<file path="src/rtl/seven_seg_scan_ctrl.sv">
// seven_seg_scan_ctrl: blanked one-hot digit scan with a frame-aligned valid/ready update (clk, rst, i_data/i_valid/o_ready in; o_nibble, o_digit_en, o_frame_done out)
module seven_seg_scan_ctrl #(
  parameter int NUM_DIGITS = 4,
  parameter int REFRESH_DIV = 50000,
  parameter int BLANK_CYCLES = 16,
  parameter bit DIGIT_EN_ACTIVE_HIGH = 1'b0,
  parameter bit LZ_BLANK = 1'b0
) (
  input  logic                    clk,
  input  logic                    rst,
  input  logic [4*NUM_DIGITS-1:0] i_data,
  input  logic                    i_valid,
  output logic                    o_ready,
  output logic [3:0]              o_nibble,
  output logic [NUM_DIGITS-1:0]   o_digit_en,
  output logic                    o_frame_done
);
  localparam int CW = $clog2(REFRESH_DIV);
  localparam int DW = $clog2(NUM_DIGITS);
  localparam logic [CW-1:0] P_LAST = CW'(REFRESH_DIV - 1);
  localparam logic [CW-1:0] P_BLANK = CW'(BLANK_CYCLES);
  localparam logic [DW-1:0] D_LAST = DW'(NUM_DIGITS - 1);
  localparam logic [NUM_DIGITS-1:0] EN_OFF = DIGIT_EN_ACTIVE_HIGH ? '0 : '1;
  typedef enum logic {S_BLANK, S_DRIVE} state_t;
  state_t state, state_n;
  logic [CW-1:0] cnt, cnt_n;
  logic [DW-1:0] dig, dig_n;
  logic [4*NUM_DIGITS-1:0] active, active_n, shadow;
  logic capture, commit, lz_off, fd_n;
  logic [3:0] nib_n;
  logic [NUM_DIGITS-1:0] en_n;
  assign capture = i_valid && o_ready;
  assign commit = o_frame_done && !o_ready;
  assign active_n = commit ? shadow : active;
  always_ff @(posedge clk) begin
    if (rst) begin
      state <= S_BLANK;
      cnt <= '0;
      dig <= '0;
    end else begin
      state <= state_n;
      cnt <= cnt_n;
      dig <= dig_n;
    end
  end
  always_comb begin
    cnt_n = cnt == P_LAST ? '0 : cnt + 1'b1;
    dig_n = cnt != P_LAST ? dig : dig == D_LAST ? '0 : dig + 1'b1;
    state_n = cnt_n < P_BLANK ? S_BLANK : S_DRIVE;
  end
  always_comb begin
    lz_off = LZ_BLANK && dig_n != '0 && (active_n >> {dig_n, 2'b00}) == '0;
    nib_n = active_n[{dig_n, 2'b00} +: 4];
    en_n = (state_n == S_DRIVE && !lz_off) ? NUM_DIGITS'(1) << dig_n : '0;
    fd_n = dig_n == D_LAST && cnt_n == P_LAST;
  end
  always_ff @(posedge clk) begin
    if (rst) begin
      active <= '0;
      shadow <= '0;
      o_ready <= 1'b1;
      o_nibble <= '0;
      o_digit_en <= EN_OFF;
      o_frame_done <= 1'b0;
    end else begin
      active <= active_n;
      shadow <= capture ? i_data : shadow;
      o_ready <= capture ? 1'b0 : commit ? 1'b1 : o_ready;
      o_nibble <= nib_n;
      o_digit_en <= en_n ^ EN_OFF;
      o_frame_done <= fd_n;
    end
  end
endmodule

</file>
<file path="config.mk">
export PLATFORM = sky130hd
export DESIGN_NAME = seven_seg_scan_ctrl
export DESIGN_NICKNAME = d
export VERILOG_FILES = /design/src/rtl/seven_seg_scan_ctrl.sv
export SDC_FILE = /design/constraint.sdc
export NUM_CORES = 1
export LEC_CHECK = 0
export CAP_MARGIN = 20
export CORE_ASPECT_RATIO = 1.75
export CORE_MARGIN = 2
export CORE_UTILIZATION = 55
export CTS_BUF_LIST = sky130_fd_sc_hd__clkbuf_16
export DETAILED_ROUTE_END_ITERATION = 10
export PLACE_DENSITY = 0.75
export REMOVE_ABC_BUFFERS = 1
export SLEW_MARGIN = 20
export SYNTH_ARGS = -nofsm -noshare
export SYNTH_HDL_FRONTEND = slang
export SYNTH_SLANG_ARGS = --single-unit
</file>
<file path="constraint.sdc">
create_clock -name clk -period 2.64 [get_ports clk]
set_input_delay 0.528 -clock clk [delete_from_list [all_inputs] [get_ports clk]]
set_output_delay 0.528 -clock clk [all_outputs]
set_load 0.02 [all_outputs]
</file>
==> impl_metrics.yaml <==
logic_synthesis:
  synth_area_leader_cell: "dfxtp_1"
  yosysWarningCount: 0
  synth_enable_flop_cells: 0
  ys.flop_type: "dfxtp_1"
  yosys-top-cells-area: "dfxtp_1, mux2i_1, nand2_1, nor2_1, a21oi_1"
  seq_area_frac_synth_pct: 47.08
  asyncSetResetFlopFracSynth_pct: 0
  syn-instance-count: 289
  syn_area_per_cell_um2: 8.828
  synth_cell_types: 42
  syn-cell-area_mm2: 0.002551
  ys_seq_elements: 60
  synth_top_cell_area_share_pct: 47.08
power_and_ir_drop:
  share_clk_of_total_power_pct: 50.1
  comb_power_share_pct: 4.4
  netSwitchingPower_mw: 0.4713
  power_frac_seq_pct: 45.4
  switching_share_pct: 22.77
  cellInternalPower_mw: 1.599
  power.static_leakage_nw: 1.296
  vdd_drop_max_mv: 0.5967
  finalPower_mw: 2.070
  power_density_mw_per_mm2: 661.3
die:
  die_area_mm2: 0.005221
  core_mm2: 0.004444
  die-height_um: 94.10
  die_width_um: 55.49
  effective_utilization_at_floorplan_pct: 57.40
  number_of_i_o_pins: 29
  num_rows: 32
worst_setup_path:
  kind_of_critical_path: "reg2reg"
  critPathArrivalTime_ns: 2.53
  critPathLaunch: "cnt[0]"
  crit-reg2reg-launch: "cnt[0]"
  critical_path.max_fanout: 15
  reg2reg_slack_ns: 0.36
  timing.critical_path.from_type: "register"
  worst_ep_required_time_ns: 2.89
  worstReg2RegEnd: "o_frame_done"
  critical_path.endpoint_type: "register"
  endpoint: "o_frame_done"
  worst_r2r_path_depth: 7
route:
  postRouteWirelength_um: 5556
  drt_first_pass_iters: 4
  vias: 2068
  detail_route.drc_violations: 0
  avgViaCountPerCell: 5.544
  route.detailed.wl_per_inst_um: 14.90
  antenna_left: 0
  dr.first_iter.drc_count: 65
global_routing:
  first_pass_grt_wire_length_um: 9211
  grtUsageTotal_pct: 23.59
  number_of_global_route_vias_before_repair: 2007
  globalRoute.totalOverflow: 0
  grt_max_degree: 25
  antenna_found_initial: 0
sta:
  fin_worst_skew_ns: 0.004442
  final.setup.tns_ns: 0
  setup_violations: 0
  report.final.hold_viol_count: 0
  timing.slew.headroom_pct: 51.99
  layout_setup_ws_ns: 0.3591
  period_utilization_post_route_pct: 86.40
  rsz0062_at_grt: "false"
  fin_crit_ns: 2.281
  max_freq_ghz: 0.4384
  worst_hold_slack_ns: 0.4563
  worst_pin_slew_ns: 0.7201
  final_max_slew_viol_count: 0
cts:
  cts-hold-fix-buffers: 0
  root_buffer: "clkbuf_16"
  clock_tree_from_tritoncts: "done"
  htree_num_levels: 3
  worstSkewPairLatency_ns: 0.33
  clk_pin_slew_worst_setup_hold_paths_ns: 0.05
  post_cts.repair.setup_buffers: 0
  tritoncts.num_buffers: 9
  clock_path_buffers: 2
  clkSinkCount: 60
cells_and_area:
  drive_above_1_share_pct: 8.696
  final_core_util_pct: 70.44
  post-route-cell-area_mm2: 0.003131
  area_growth_syn_to_layout_pct: 22.71
  post_layout_cell_count: 373
  filler_cell_count: 368
  finish.net_count: 338
  antennaDiodeCount: 0
run_status:
  run_status: "finished clean"
placement:
  dpl_worst_slack_ns: 0.2780
  dp_hpwl_um: 3894
  port_buffers: 28
  place_area_mm2: 0.002851
  gp_congestion: 0.8608
  numPlacedInstances: 357
min_path:
  source_of_the_worst_hold_timing_path: "shadow[11]"
  hold_path_class: "reg2reg"
flow_run:
  max_cap_violations: 0
==> synth_stat cells (3+ instances only) <==
master     n
nand3_1    9
nand4_1    4
mux2i_1   20
xor2_1     6
or3_1      3
nor2b_1    3
dfxtp_1   60
o21ai_0    3
a22o_1     4
nand4b_1   4
clkbuf_1   9
xnor2_1    9
and3_1     4
nor3_1     6
nand2_1   46
a21oi_1   24
nor2_1    39
nand2b_1   3
==> flip-flops by register name, indices dropped and copies added, names as in the netlist <==
signal,flops
active,16
cnt,16
dig,2
o_digit_en,4
o_frame_done,1
o_nibble,4
o_ready,1
shadow,16
==> layout make-up <==
type,count,area (um2),share of cell area [%]
Clock buffer,9,225.2,7.194
Clock inverter,7,45.04,1.439
Inverter,1,3.754,0.1199
Multi-Input combinational cell,212,1274,40.69
Sequential cell,60,1201,38.37
Tap cell,51,63.81,2.038
Timing Repair Buffer,33,317.8,10.15
==> power by group through the flow <==
stage	Clock [mW]	Combinational, mW	Sequential, mW
after CTS	1.05	0.0938	0.941
after global routing	1.09	0.104	0.942
final	1.04	0.0918	0.941
after global placement	0	0.0908	0.959
after detailed placement	0	0.0932	0.960
after floorplan	0	0.0383	0.958
==> critical path, cell delays in order (launching register included) <==
cell	delay, ns
dfxtp_1	0.40
ha_1	0.20
and3_1	0.36
nand4_4	0.28
nor3_2	0.23
a21oi_1	0.12
or3_1	0.40
nor4_2	0.19
==> layout by cell type (no fill, tap or decap), types with 3 or more instances in the layout <==
cell / count
o21ai_0: 3
clkinvlp_4: 3
nand2_1: 46
clkbuf_16: 9
a22o_1: 4
nor2b_1: 3
nor2_1: 39
nand3_1: 9
a21oi_1: 24
mux2i_1: 20
nand4_1: 4
nand4b_1: 4
xor2_1: 6
clkdlybuf4s50_1: 28
xnor2_1: 9
and3_1: 4
buf_4: 5
dfxtp_1: 60
nand2b_1: 3
or3_1: 3
nor3_1: 6
==> worst min path at each step <==
| stage | cells past startpoint | to | slack (ns) |
|---|---|---|---|
| global placement | 2 | shadow[14] | 0.44 |
| CTS | 2 | shadow[13] | 0.46 |
| floorplan | 2 | shadow[0] | 0.43 |
| global route | 2 | shadow[1] | 0.47 |
| finish | 2 | shadow[11] | 0.46 |
| detailed placement | 2 | shadow[8] | 0.45 |
==> what timing repair did <==
item | in CTS | in global routing
endpoints found under the hold margin | 0 | 0
endpoints found under the setup margin | 0 | 1
gates resized for setup | 0 | 1
==> cells by family after synthesis <==
group / count (synthesis) / synth area share [%]
simple gates: 137 / 26.63
flops: 60 / 47.08
compound gates: 37 / 8.534
mux: 21 / 8.288
buf+inv: 17 / 3.335
xor+xnor: 15 / 5.150
fa+ha+maj: 2 / 0.9807
==> metal layers <==
metal  GRT usage, %  up-vias  routed length, um
met2          43.35       38               3089
met4          13.41        0                158
met1          22.52      965               2133
li1               -     1050                  -
met3          7.713       15                175
met5              0        -                  0
Power figures use the tool's default switching activity.
==> RTL edit: new RTL, config.mk and constraints unchanged <==
The parameter `NUM_DIGITS` goes from 4 to 8.
--- a/src/rtl/seven_seg_scan_ctrl.sv
+++ b/src/rtl/seven_seg_scan_ctrl.sv
@@ -1,6 +1,6 @@
 // seven_seg_scan_ctrl: blanked one-hot digit scan with a frame-aligned valid/ready update (clk, rst, i_data/i_valid/o_ready in; o_nibble, o_digit_en, o_frame_done out)
 module seven_seg_scan_ctrl #(
-  parameter int NUM_DIGITS = 4,
+  parameter int NUM_DIGITS = 8,
   parameter int REFRESH_DIV = 50000,
   parameter int BLANK_CYCLES = 16,
   parameter bit DIGIT_EN_ACTIVE_HIGH = 1'b0,
Ports: changed (resized i_data and o_digit_en); port bits go from 29 to 49. No check against the original RTL was run, so the function may have changed too.
==> RTL edit against the unedited design <==
First-iteration DRC count grew to 2.9 times the old value; maximum frequency is 10% lower; via count is 79% higher; global-route usage is 0.74 points higher; power is 45% higher; critical endpoint is now o_nibble[3]; clock power is 27% higher; sequential cell count is 37 higher; area after synthesis is 67% higher; design area is 64% higher; synthesized cell count is 77% higher; worst setup slack worse by 0.26 ns; routed wire length is 75% higher; count of clock-buffer cells in the layout stayed put.
==> RTL edit: results <==
metrics = {
    "power_and_ir_drop": {
        "pwr-share-seq": 0.508,
        "p_leak_nw": 1.97,
        "power.total_mw": 3.00,
        "intPower_mw": 2.39,
        "p_comb_uw": 159,
        "vdd_ir_drop_max_uv": 496,
    },
    "place": {
        "gp_congestion": 0.872,
        "dp_hpwl_mm": 7.10,
        "dpl-instance-area_um2": 4830,
        "port_buffers": 48,
        "place_worst_setup_slack_ns": 0.126,
    },
    "sta": {
        "whs_ns": 0.451,
        "fin_skew_ns": 0.00416,
        "slew_headroom": 0.639,
    },
    "setup_path": {
        "reg2regPathDepth": 8,
        "critPathMaxStageDelay_ns": 0.60,
        "arrival_ns": 2.76,
        "rrSetupSlack_ns": 0.10,
        "crit_path_top_delay_cell": "mux4_1",
        "regToRegEndpoint": "o_nibble[3]",
        "critical_path.max_fanout": 13,
    },
    "min_path": {
        "hold_end": "active[22]",
        "whs_path_depth": 2,
        "worstHoldStart": "active[22]",
    },
    "grt": {
        "grt_max_degree": 36,
        "grt.total_usage": 0.243,
        "grt_pass1_wl_mm": 16.5,
    },
    "clock_network": {
        "numCtsBuffers": 9,
        "clock_latency_ns": 0.34,
    },
    "layout": {
        "reg_top3": "active x32, shadow x32, cnt x16",
        "nets": 592,
        "drive_gt1_frac": 0.0751,
        "instances_no_fill": 647,
    },
    "synthesis": {
        "synth-xor-area-share": 0.0328,
        "synth-compound-area-share": 0.141,
        "async_flop_share": 0,
        "ys_seq_area_frac": 0.455,
        "avgSynthCellArea_um2": 8.36,
        "synth.area.top_cells": "dfxtp_1, nand2_1, a21oi_1",
        "synth_mux_area_frac": 0.0729,
    },
    "route": {
        "drtIter0Drc": 190,
        "wirelength_mm": 9.74,
        "viasPerCell": 5.73,
    },
    "run_status": {
        "outcome": "finished, final reports clean",
    },
}
-- RTL edit: tightest hold or removal path: cells and delay by family, from the launching register on --
family | cells | cell delay, ns
AOI/OAI and AO/OA | 1 | 0.05
DFF | 1 | 0.31
and+or+nand+nor | 1 | 0.05
-- RTL edit: worst max-delay path by stage --
| stage | start | cells past startpoint | slack, ns | to |
|---|---|---|---|---|
| after global placement | cnt[0] | 8 | 0.25 | o_nibble[3] |
| after global routing | cnt[0] | 8 | 0.01 | o_nibble[2] |
| after detailed placement | cnt[0] | 8 | 0.13 | o_nibble[3] |
| after floorplan | o_ready | 7 | -0.009 | o_nibble[0] |
| final | cnt[0] | 8 | 0.10 | o_nibble[3] |
| after CTS | cnt[0] | 8 | 0.12 | o_nibble[2] |
-- RTL edit: cell type report --
type                            instances  area (um^2)
Clock inverter                          7         78.8
Clock buffer                            9          225
Fill cell                             653         2420
Timing Repair Buffer                   63          588
Sequential cell                        97         1940
Inverter                                7         26.3
Tap cell                               88          110
Multi-Input combinational cell        376         2170
-- RTL edit: per-layer routing --
metal  share of wire  GRT usage
met1            0.39      0.268
met3           0.036     0.0467
met5               0          0
met4           0.039      0.137
met2            0.54      0.431
-- RTL edit: logic make-up (layout without fill, tap and decap cells) --
group                    Yosys count  in the layout
AO/OA/AOI/OAI                    100            100
XOR/XNOR                          16             16
adder cells (fa/ha/maj)            3              3
buffers and inverters             38             86
flip-flops                        97             97
multiplexers                      25             25
AND/OR/NAND/NOR                  232            232
-- RTL edit: what timing repair did --
action,CTS,global route
endpoints found under the hold margin,0,0
setup endpoints to repair,0,3
buffers inserted,0,0
resized for setup,0,2
